### config.mk
export PLATFORM = sky130hd
export DESIGN_NAME = mm_sequencer
export DESIGN_NICKNAME = d
export VERILOG_FILES = /design/src/rtl/mm_sequencer.sv
export SDC_FILE = /design/constraint.sdc
export NUM_CORES = 1
export LEC_CHECK = 0
export CAP_MARGIN = 10
export CORE_ASPECT_RATIO = 1.75
export CORE_MARGIN = 5
export CORE_UTILIZATION = 50
export CTS_CLUSTER_DIAMETER = 60
export DETAILED_ROUTE_END_ITERATION = 10
export GPL_ROUTABILITY_DRIVEN = 0
export GPL_TIMING_DRIVEN = 0
export PLACE_DENSITY = 0.86
export SYNTH_ARGS = -nofsm -noshare
export SYNTH_HDL_FRONTEND = slang
export SYNTH_SLANG_ARGS = --single-unit
### constraint.sdc
create_clock -name CLK -period 3.45 [get_ports CLK]
set_input_delay 1.035 -clock CLK [delete_from_list [all_inputs] [get_ports CLK]]
set_output_delay 1.035 -clock CLK [all_outputs]
set_load 0.02 [all_outputs]
### src/rtl/mm_sequencer.sv
// Operand sequencer for a 3x3 systolic matrix multiply: latches A rows and B columns on START and
// feeds them skewed into the PE array edges. Optional feed/drain freeze input under MM_SEQ_STALL_EN.
module mm_sequencer #(
   parameter int unsigned WIDTH        = 4,
   parameter int unsigned DRAIN_CYCLES = 3
) (
   input  logic               CLK,
   input  logic               RST,
   input  logic               START,
   input  logic [3*WIDTH-1:0] A_ROW_1,
   input  logic [3*WIDTH-1:0] A_ROW_2,
   input  logic [3*WIDTH-1:0] A_ROW_3,
   input  logic [3*WIDTH-1:0] B_COL_1,
   input  logic [3*WIDTH-1:0] B_COL_2,
   input  logic [3*WIDTH-1:0] B_COL_3,
`ifdef MM_SEQ_STALL_EN
   input  logic               STALL,
`endif
   output logic [WIDTH-1:0]   A_FEED_1,
   output logic [WIDTH-1:0]   A_FEED_2,
   output logic [WIDTH-1:0]   A_FEED_3,
   output logic [WIDTH-1:0]   B_FEED_1,
   output logic [WIDTH-1:0]   B_FEED_2,
   output logic [WIDTH-1:0]   B_FEED_3,
   output logic               PE_CLEAR,
   output logic               PE_EN,
   output logic               BUSY,
   output logic               DONE
);

   typedef enum logic [2:0] {
      StIdle  = 3'd0,
      StClear = 3'd1,
      StFeed  = 3'd2,
      StDrain = 3'd3,
      StFin   = 3'd4
   } state_e;

   localparam logic [2:0] LastStep  = 3'd4;
   localparam logic [3:0] LastDrain = 4'(DRAIN_CYCLES - 1);

   state_e             state_q, state_d;
   logic [2:0]         step_q, step_d;
   logic [3:0]         drain_q, drain_d;
   logic               load;
   logic               stall_act;
   logic [3*WIDTH-1:0] a_lat_q [3];
   logic [3*WIDTH-1:0] b_lat_q [3];
   logic [WIDTH-1:0]   a_feed [3];
   logic [WIDTH-1:0]   b_feed [3];

`ifdef MM_SEQ_STALL_EN
   assign stall_act = STALL && ((state_q == StFeed) || (state_q == StDrain));
`else
   assign stall_act = 1'b0;
`endif

   // Element 0 sits in the most significant slice.
   function automatic logic [WIDTH-1:0] pick(input logic [3*WIDTH-1:0] v, input logic [2:0] j);
      case (j)
         3'd0:    pick = v[3*WIDTH-1 -: WIDTH];
         3'd1:    pick = v[2*WIDTH-1 -: WIDTH];
         3'd2:    pick = v[WIDTH-1:0];
         default: pick = '0;
      endcase
   endfunction

   always_ff @(posedge CLK or posedge RST) begin
      if (RST) begin
         state_q <= StIdle;
         step_q  <= '0;
         drain_q <= '0;
         for (int i = 0; i < 3; i++) begin
            a_lat_q[i] <= '0;
            b_lat_q[i] <= '0;
         end
      end else begin
         state_q <= state_d;
         step_q  <= step_d;
         drain_q <= drain_d;
         if (load) begin
            a_lat_q[0] <= A_ROW_1;
            a_lat_q[1] <= A_ROW_2;
            a_lat_q[2] <= A_ROW_3;
            b_lat_q[0] <= B_COL_1;
            b_lat_q[1] <= B_COL_2;
            b_lat_q[2] <= B_COL_3;
         end
      end
   end

   always_comb begin
      state_d = state_q;
      step_d  = step_q;
      drain_d = drain_q;
      load    = 1'b0;
      case (state_q)
         StIdle: begin
            if (START) begin
               load    = 1'b1;
               state_d = StClear;
            end
         end
         StClear: begin
            step_d  = '0;
            state_d = StFeed;
         end
         StFeed: begin
            if (!stall_act) begin
               if (step_q == LastStep) begin
                  step_d  = '0;
                  drain_d = '0;
                  state_d = StDrain;
               end else begin
                  step_d = step_q + 3'd1;
               end
            end
         end
         StDrain: begin
            if (!stall_act) begin
               if (drain_q == LastDrain) begin
                  drain_d = '0;
                  state_d = StFin;
               end else begin
                  drain_d = drain_q + 4'd1;
               end
            end
         end
         StFin: state_d = StIdle;
         default: begin
            state_d = StIdle;
            step_d  = '0;
            drain_d = '0;
         end
      endcase
   end

   always_comb begin
      PE_CLEAR = 1'b0;
      PE_EN    = 1'b0;
      BUSY     = 1'b0;
      DONE     = 1'b0;
      for (int i = 0; i < 3; i++) begin
         a_feed[i] = '0;
         b_feed[i] = '0;
      end
      case (state_q)
         StClear: begin
            PE_CLEAR = 1'b1;
            BUSY     = 1'b1;
         end
         StFeed: begin
            BUSY = 1'b1;
            if (!stall_act) begin
               PE_EN = 1'b1;
               // Row/column i lags by i steps to form the systolic wavefront.
               for (int i = 0; i < 3; i++) begin
                  if (step_q >= 3'(i)) begin
                     a_feed[i] = pick(a_lat_q[i], step_q - 3'(i));
                     b_feed[i] = pick(b_lat_q[i], step_q - 3'(i));
                  end
               end
            end
         end
         StDrain: begin
            BUSY  = 1'b1;
            PE_EN = !stall_act;
         end
         StFin:   DONE = 1'b1;
         default: ;
      endcase
   end

   assign A_FEED_1 = a_feed[0];
   assign A_FEED_2 = a_feed[1];
   assign A_FEED_3 = a_feed[2];
   assign B_FEED_1 = b_feed[0];
   assign B_FEED_2 = b_feed[1];
   assign B_FEED_3 = b_feed[2];

endmodule
==> impl_metrics.tcl <==
set metrics [dict create \
    ratio_of_cells_with_drive_above_1_in_the_final_layout_pct 34.5 \
    outcome "finished clean" \
    avgSynthCellArea_um2 14.3 \
    drt_iter0_drc 267 \
    grt_pass1_vias 3310 \
    vdd.ir_drop.worst_mv 0.511 \
    static-leakage-power_nw 2.47 \
    initial_antenna_violation_count 0 \
    period_minus_slack_ns 3.39 \
    regToRegSetupSlack_ns 1.77 \
    start_kind "flop" \
    switching_share_of_power_pct 34.5 \
    die_w_um 79.2 \
    rsz0062_at_grt "true" \
    detail_route.wirelength_um 10700 \
    cts_root_buffer "sky130_fd_sc_hd__clkbuf_16" \
    grt_pass1_wl_um 16800 \
    layout.cells.most_common "sky130_fd_sc_hd__dfrtp_1" \
    synth.yosys.seq_area_share_pct 49.0 \
    final_cell_count_no_fill 507 \
    dp.cells 488 \
    clock_buffer_count_from_cts 9 \
    cts_max_path_buffers 2 \
    worst_setup_hold_path_clk_slew_ns 0.06 \
    drtPass1Iterations 5 \
    floorplan.die_area_um2 10400 \
    post-route-worst-setup-slack_ns 0.0569 \
    post-place-ws_ns -0.181 \
    layout_common_cells "sky130_fd_sc_hd__dfrtp_1, sky130_fd_sc_hd__clkdlybuf4s50_1, sky130_fd_sc_hd__mux2_4, sky130_fd_sc_hd__a222oi_1, sky130_fd_sc_hd__nor2_1" \
    cp-end-kind "primary output" \
    hold_violations 0 \
    final.period_utilization_pct 98.4 \
    post_drt_wl_per_cell_um 21.1 \
    clock_tree.htree_level_count 3 \
    antenna-diode-count 0 \
    max_freq_mhz 295 \
    initial_core_util_pct 50.7 \
    num-nets-final 494 \
    cts_tree "done" \
    io-pin-count 103 \
    number_of_maximum_capacitance_constraint_violations 0 \
    share_of_power_burned_in_the_clock_network_pct 18.2 \
    holdCritPathClass "flop to flop" \
    seqPwrFrac_pct 34.3 \
    synth-seq-cells 82 \
    floorplan.die.height_um 131 \
    crit_required_ns 2.41 \
    global_route.usage.total_pct 21.7 \
    synthesis.nets 377 \
    async_flop_share_pct 100 \
    synthCells 293 \
    synth_cell_type_count 39 \
    synth.cell_area_um2 4190 \
    yosys_warnings 0 \
    area_delta_synth_final_pct 35.9 \
    worstMarginPinSlew_ns 0.533 \
    hpwlAfterDp_um 7700 \
    postRouteAntennaNets 0 \
    power.net_switching_mw 1.79 \
    comb_power_share_pct 47.5 \
    worstSkewPairLatency_ns 0.34 \
    final-max-slew-violation-count 0 \
    internal-power_mw 3.40 \
    worstPathArrival_ns 2.36 \
    cellPowerDensity_nw_per_um2 912 \
    vias 3028 \
    buffer_ports.inserted 102 \
    grt_start_max_net_pins 46 \
    core_region_area_um2 8260 \
    final.setup_skew_ns 0.00829 \
    number_of_synthesized_flops_with_an_enable_pin 0 \
    critPathKind "flop to primary output" \
    remaining_drc_errors 0 \
    fillers 583 \
    final_setup_violation_count 0 \
    cts.sinks 82 \
    critPathMaxFanout 10 \
    ys_dominant_reg_cell "sky130_fd_sc_hd__dfrtp_1" \
    std_cell_rows 44 \
    grt_remaining_overflow 0 \
    drt-vias-per-instance 5.97 \
    slew_headroom_pct 64.5 \
]
-- final timing paths --
kind                            startpoint          end  cells after the start
worst max-delay path             step_q[1]  A_FEED_1[3]                      8
worst min-delay path            drain_q[3]   drain_q[3]                      1
worst min register to register  drain_q[3]   drain_q[3]                      1
max in group asynchronous              RST  b_lat_q[30]                      3
min in group asynchronous              RST  a_lat_q[28]                      2
worst max register to register  state_q[2]  b_lat_q[26]                      5
-- critical path, stage by stage (launching register included) --
cell,delay (ns)
sky130_fd_sc_hd__dfrtp_2,0.45
sky130_fd_sc_hd__inv_2,0.11
sky130_fd_sc_hd__ha_1,0.16
sky130_fd_sc_hd__buf_4,0.18
sky130_fd_sc_hd__nor3_1,0.06
sky130_fd_sc_hd__or4_1,0.41
sky130_fd_sc_hd__buf_2,0.21
sky130_fd_sc_hd__nor2_2,0.16
sky130_fd_sc_hd__clkdlybuf4s15_2,0.28
-- what timing repair did --
item                                   4_1_cts  5_1_grt
pin swaps                                    1        2
setup endpoints to repair                   24       23
setup buffers                                3        2
gates resized for setup                     85       11
endpoints found under the hold margin        0        0
hold buffers                                 0        0
-- power groups by stage --
stage               registers, mW  logic [mW]  clock network (mW)
global placement             1.74        2.31                   0
CTS                          1.78        2.44               0.956
global route                 1.83        2.63               0.990
finish                       1.78        2.46               0.944
floorplan                    1.66        1.80                   0
detailed placement           1.77        2.39                   0
-- registers in the layout, indices dropped and copies added, names as in the netlist --
register  cells
drain_q       4
step_q        3
a_lat_q      36
b_lat_q      36
state_q       3
-- Yosys cell counts (2+ instances only) --
cell type | instances | share of area, %
sky130_fd_sc_hd__ha_1 | 9 | 2.7
sky130_fd_sc_hd__dfrtp_1 | 82 | 49
sky130_fd_sc_hd__nand2_1 | 3 | 0.27
sky130_fd_sc_hd__nor2_1 | 21 | 1.9
sky130_fd_sc_hd__o31ai_1 | 3 | 0.54
sky130_fd_sc_hd__nand2b_1 | 3 | 0.45
sky130_fd_sc_hd__nor2b_1 | 3 | 0.45
sky130_fd_sc_hd__a211oi_1 | 3 | 0.54
sky130_fd_sc_hd__buf_2 | 6 | 0.72
sky130_fd_sc_hd__a222oi_1 | 24 | 5.7
sky130_fd_sc_hd__o21ai_0 | 2 | 0.24
sky130_fd_sc_hd__a21oi_1 | 2 | 0.24
sky130_fd_sc_hd__mux2_4 | 70 | 25
sky130_fd_sc_hd__a31oi_1 | 2 | 0.30
sky130_fd_sc_hd__nor3_1 | 10 | 1.2
sky130_fd_sc_hd__mux2_1 | 2 | 0.54
sky130_fd_sc_hd__o21ai_1 | 7 | 0.84
sky130_fd_sc_hd__buf_12 | 7 | 3.3
sky130_fd_sc_hd__inv_1 | 6 | 0.54
sky130_fd_sc_hd__clkbuf_1 | 7 | 0.63
sky130_fd_sc_hd__mux2i_1 | 2 | 0.48
sky130_fd_sc_hd__buf_6 | 2 | 0.54
-- routing by layer --
metal	share of wire [%]	track usage (%)
met3	4.7	4.38
met4	5.1	13.7
met5	0	0
met1	36	23.0
met2	54	38.9
-- final cells by class --
| class | instances | area (um^2) | share of cell area [%] |
|---|---|---|---|
| Buffer | 21 | 229 | 4.02 |
| Multi-Input combinational cell | 182 | 1910 | 33.6 |
| Sequential cell | 82 | 2050 | 36.1 |
| Timing Repair Buffer | 108 | 1060 | 18.7 |
| Inverter | 6 | 25.0 | 0.440 |
| Clock buffer | 12 | 236 | 4.16 |
| Clock inverter | 4 | 52.6 | 0.923 |
| Tap cell | 92 | 115 | 2.02 |
-- logic make-up after synthesis --
group | after synthesis | share of synthesized area [%]
DFF | 82 | 49.0
muxes | 74 | 26.1
and+or+nand+nor | 51 | 6.55
AOI/OAI and AO/OA | 47 | 9.47
buffers and inverters | 29 | 5.95
adders and majority gates | 9 | 2.69
xor gates and xnor gates | 1 | 0.209
-- metrics by stage --
stage	setup TNS, ns	utilization (%)	hold WS, ns	instance area, um^2	power [mW]
floorplan	0	-	0.451	4190	3.47
global placement	-71.99	64.5	0.461	5320	4.05
detailed placement	-1.51	64.7	0.471	5350	4.16
CTS	0	68.9	0.478	5690	5.18
global route	-0.163	68.9	0.516	5690	5.46
finish	0	68.9	0.475	5690	5.19
(Power assumes the default switching activity.)
==> patch: new RTL, same settings <==
Register the input `A_ROW_1` before use. The logic sees it one clock later. The other inputs are not delayed to match.
--- a/src/rtl/mm_sequencer.sv
+++ b/src/rtl/mm_sequencer.sv
@@ -39,6 +39,12 @@
    localparam logic [2:0] LastStep  = 3'd4;
    localparam logic [3:0] LastDrain = 4'(DRAIN_CYCLES - 1);
 
+   logic [3*WIDTH-1:0] A_ROW_1_q;
+
+   always_ff @(posedge CLK) begin
+      A_ROW_1_q <= A_ROW_1;
+   end
+
    state_e             state_q, state_d;
    logic [2:0]         step_q, step_d;
    logic [3:0]         drain_q, drain_d;
@@ -79,7 +85,7 @@
          step_q  <= step_d;
          drain_q <= drain_d;
          if (load) begin
-            a_lat_q[0] <= A_ROW_1;
+            a_lat_q[0] <= A_ROW_1_q;
             a_lat_q[1] <= A_ROW_2;
             a_lat_q[2] <= A_ROW_3;
             b_lat_q[0] <= B_COL_1;
Behaviour: not the same (Yosys sat finds a counterexample within 4 cycles, from zero or initial values and one cycle with RST high).
==> patch against the unedited design <==
  * Count of clock-buffer cells in the layout is 2 higher
  * Wire length rose by 0.69%
  * Sequential cell count is 12 higher
  * Worst setup slack lost 50 ps
  * Area after synthesis shrank 3.3%
  * Cell area shrank 3.3%
  * Largest power group unchanged
  * Power fell by 5.0%
  * Global-route usage is 0.39 points lower
  * Final cell count grew 2.0%
  * Sequential power rose by 6%
==> patch: results (changes against the unedited design) <==
Pwr
  – Leakage power: 2.32 nW (-5.8%)
  – Combinational power: 2.15 mW (-13%)
  – Pwr dens: 896 mW/mm^2 (-1.8%)
  – Clk. pwr: 0.889 mW (-5.8%)
  – Peak VDD IR: 444 uV (-13%)
  – Sw Pwr: 1.74 mW (-2.7%)

Placed design
  – Hpwl dp: 7.66 mm (-0.60%)
  – Placed instance area: 0.00521 sq mm (-2.5%)
  – Post-Place Cells: 499 (+2.3%)
  – Worst slack, placed: -492 ps (-311 ps)
  – Buffers on Ports: 102 (unchanged)

Setup path
  – Critical path arrival: 2410 ps (+50 ps)
  – Max FO, Critical Path: 8 (-2)

Final layout
  – Biggest regs: a_lat_q (36), b_lat_q (36), A_ROW_1_q (12)
  – P&R area growth vs syn: 35.9% (about the same)
  – # fillers: 564 (-3.3%)
  – Clkbuf count: 14 (+2)
  – Diodes inserted: 0 (unchanged)
  – Multi-input combinational area share: 30.2% (-3.4 points)
  – Fraction of area in registers: 41.7% (+5.6 points)
  – Share of layout cells above drive strength 1: 31.4% (-3.1 points)
  – Layout clock area frac: 4.80% (-0.28 points)
  – Buffering overhead: 20.7% (-2.0 points)
  – Count of multi-input gates: 182 (unchanged)
  – Nets: 506 (+2.4%)

GRT
  – Largest net degree at the start of global routing: 63 (+37%)
  – First-pass GRT wire length: 16.4 mm (-2.3%)
  – Vias in the first global route: 3302 (-0.24%)
  – Total GRT Usage: 21.3% (-0.39 points)

Detailed routing
  – Drt total wl: 10.8 mm (+0.69%)
  – Routed wl met3: 706 microns (+42%)
  – DR pass1 iterations: 5 (unchanged)
  – Drt via density: 5.99 (+0.33%)
  – WL met1: 3.82 mm (-0.34%)
  – Drt first-iter violations: 362 (+36%)
  – Vias post-DR: 3098 (+2.3%)
  – Metal2 WL: 5.91 mm (+1.8%)
  – Antenna viol nets, final: 0 (unchanged)

Clock network
  – H-tree depth: 3 (unchanged)
  – CTS sink cnt: 94 (+15%)
  – CTS Buffer Depth: 2 (unchanged)

Synthesis
  – Count of unique library cells instantiated by Yosys: 40 (+2.6%)
  – Async SR Flop Fraction: 87.2% (-13 points)
  – Mapped Cells: 306 (+4.4%)
  – Syn avg cell area: 13.2 sq um (-7.4%)
  – Top post-synthesis cells by area: dfrtp_1 (51%), mux2_2 (20%), a222oi_1 (5.9%), dfxtp_1 (5.9%), ha_1 (2.8%)
  – Synth cell count leaders: dfrtp_1 (82), mux2_2 (72), a222oi_1 (24)
  – Yosys Warn Count: 0 (unchanged)
  – Syn Nets: 390 (+3.4%)
  – Register area share after synthesis: 56.6% (+7.6 points)

STA
  – Final setup fails: 0 (unchanged)
  – Worst clock skew: 7.69 ps (-0.595 ps)
  – Total Neg Setup Slack: 0 ps (unchanged)
  – Max-slew headroom: 56.3% (-8.2 points)

Outcome
  – Outcome: finished clean

Min path
  – Worst Hold Class: flop to flop
-- patch: cell types whose count changed after synthesis, sizes merged, moves of 2 or more --
cell,change
or3b,+2
buf,-3
nand2,+2
o21ai,-3
dfxtp,+12
clkbuf,+4
nor2,-2
nor4,+8
nor3,-6
nor3b,+2
-- patch: repair_timing --
item | CTS | global route
hold endpoints to repair | 0 | 0
cloned | 0 | 0
setup endpoints to repair | 24 | 21
buffers inserted | 0 | 5
pin swaps | 1 | 1
gates resized for setup | 43 | 40
-- patch: worst max-delay path, cell delays in order (launching register included) --
cell and delay [ps]:
dfrtp_2 470, inv_2 130, ha_1 230, or3b_2 510
a2bb2oi_4 300, nor4_1 120, clkdlybuf4s15_1 320
-- patch: kinds of logic after synthesis --
kind of cell             Yosys count  synth area share [%]
AO/OA/AOI/OAI                     45                  9.49
XOR/XNOR                           1                 0.216
adder cells (fa/ha/maj)            9                  2.78
buffers and inverters             30                  3.62
flip-flops                        94                  56.6
multiplexers                      73                  20.3
AND/OR/NAND/NOR                   54                  7.02
-- patch: worst paths after layout --
| path | from | end | slack (ps) | cells after the start |
|---|---|---|---|---|
| setup / recovery | step_q[1] | A_FEED_2[2] | 7 | 6 |
| hold reg to reg | A_ROW_1_q[5] | a_lat_q[29] | 460 | 1 |
| setup reg to reg | state_q[1] | b_lat_q[23] | 1500 | 6 |
| max in group asynchronous | RST | step_q[2] | 1840 | 3 |
| min in group asynchronous | RST | b_lat_q[2] | 1000 | 2 |
| hold / removal | A_ROW_1_q[5] | a_lat_q[29] | 460 | 1 |
-- patch: per-layer routing --
metal	vias up	track usage, %
li1	1382	-
met5	-	0
met4	0	12.1
met3	25	4.45
met2	146	37.3
met1	1545	23.7
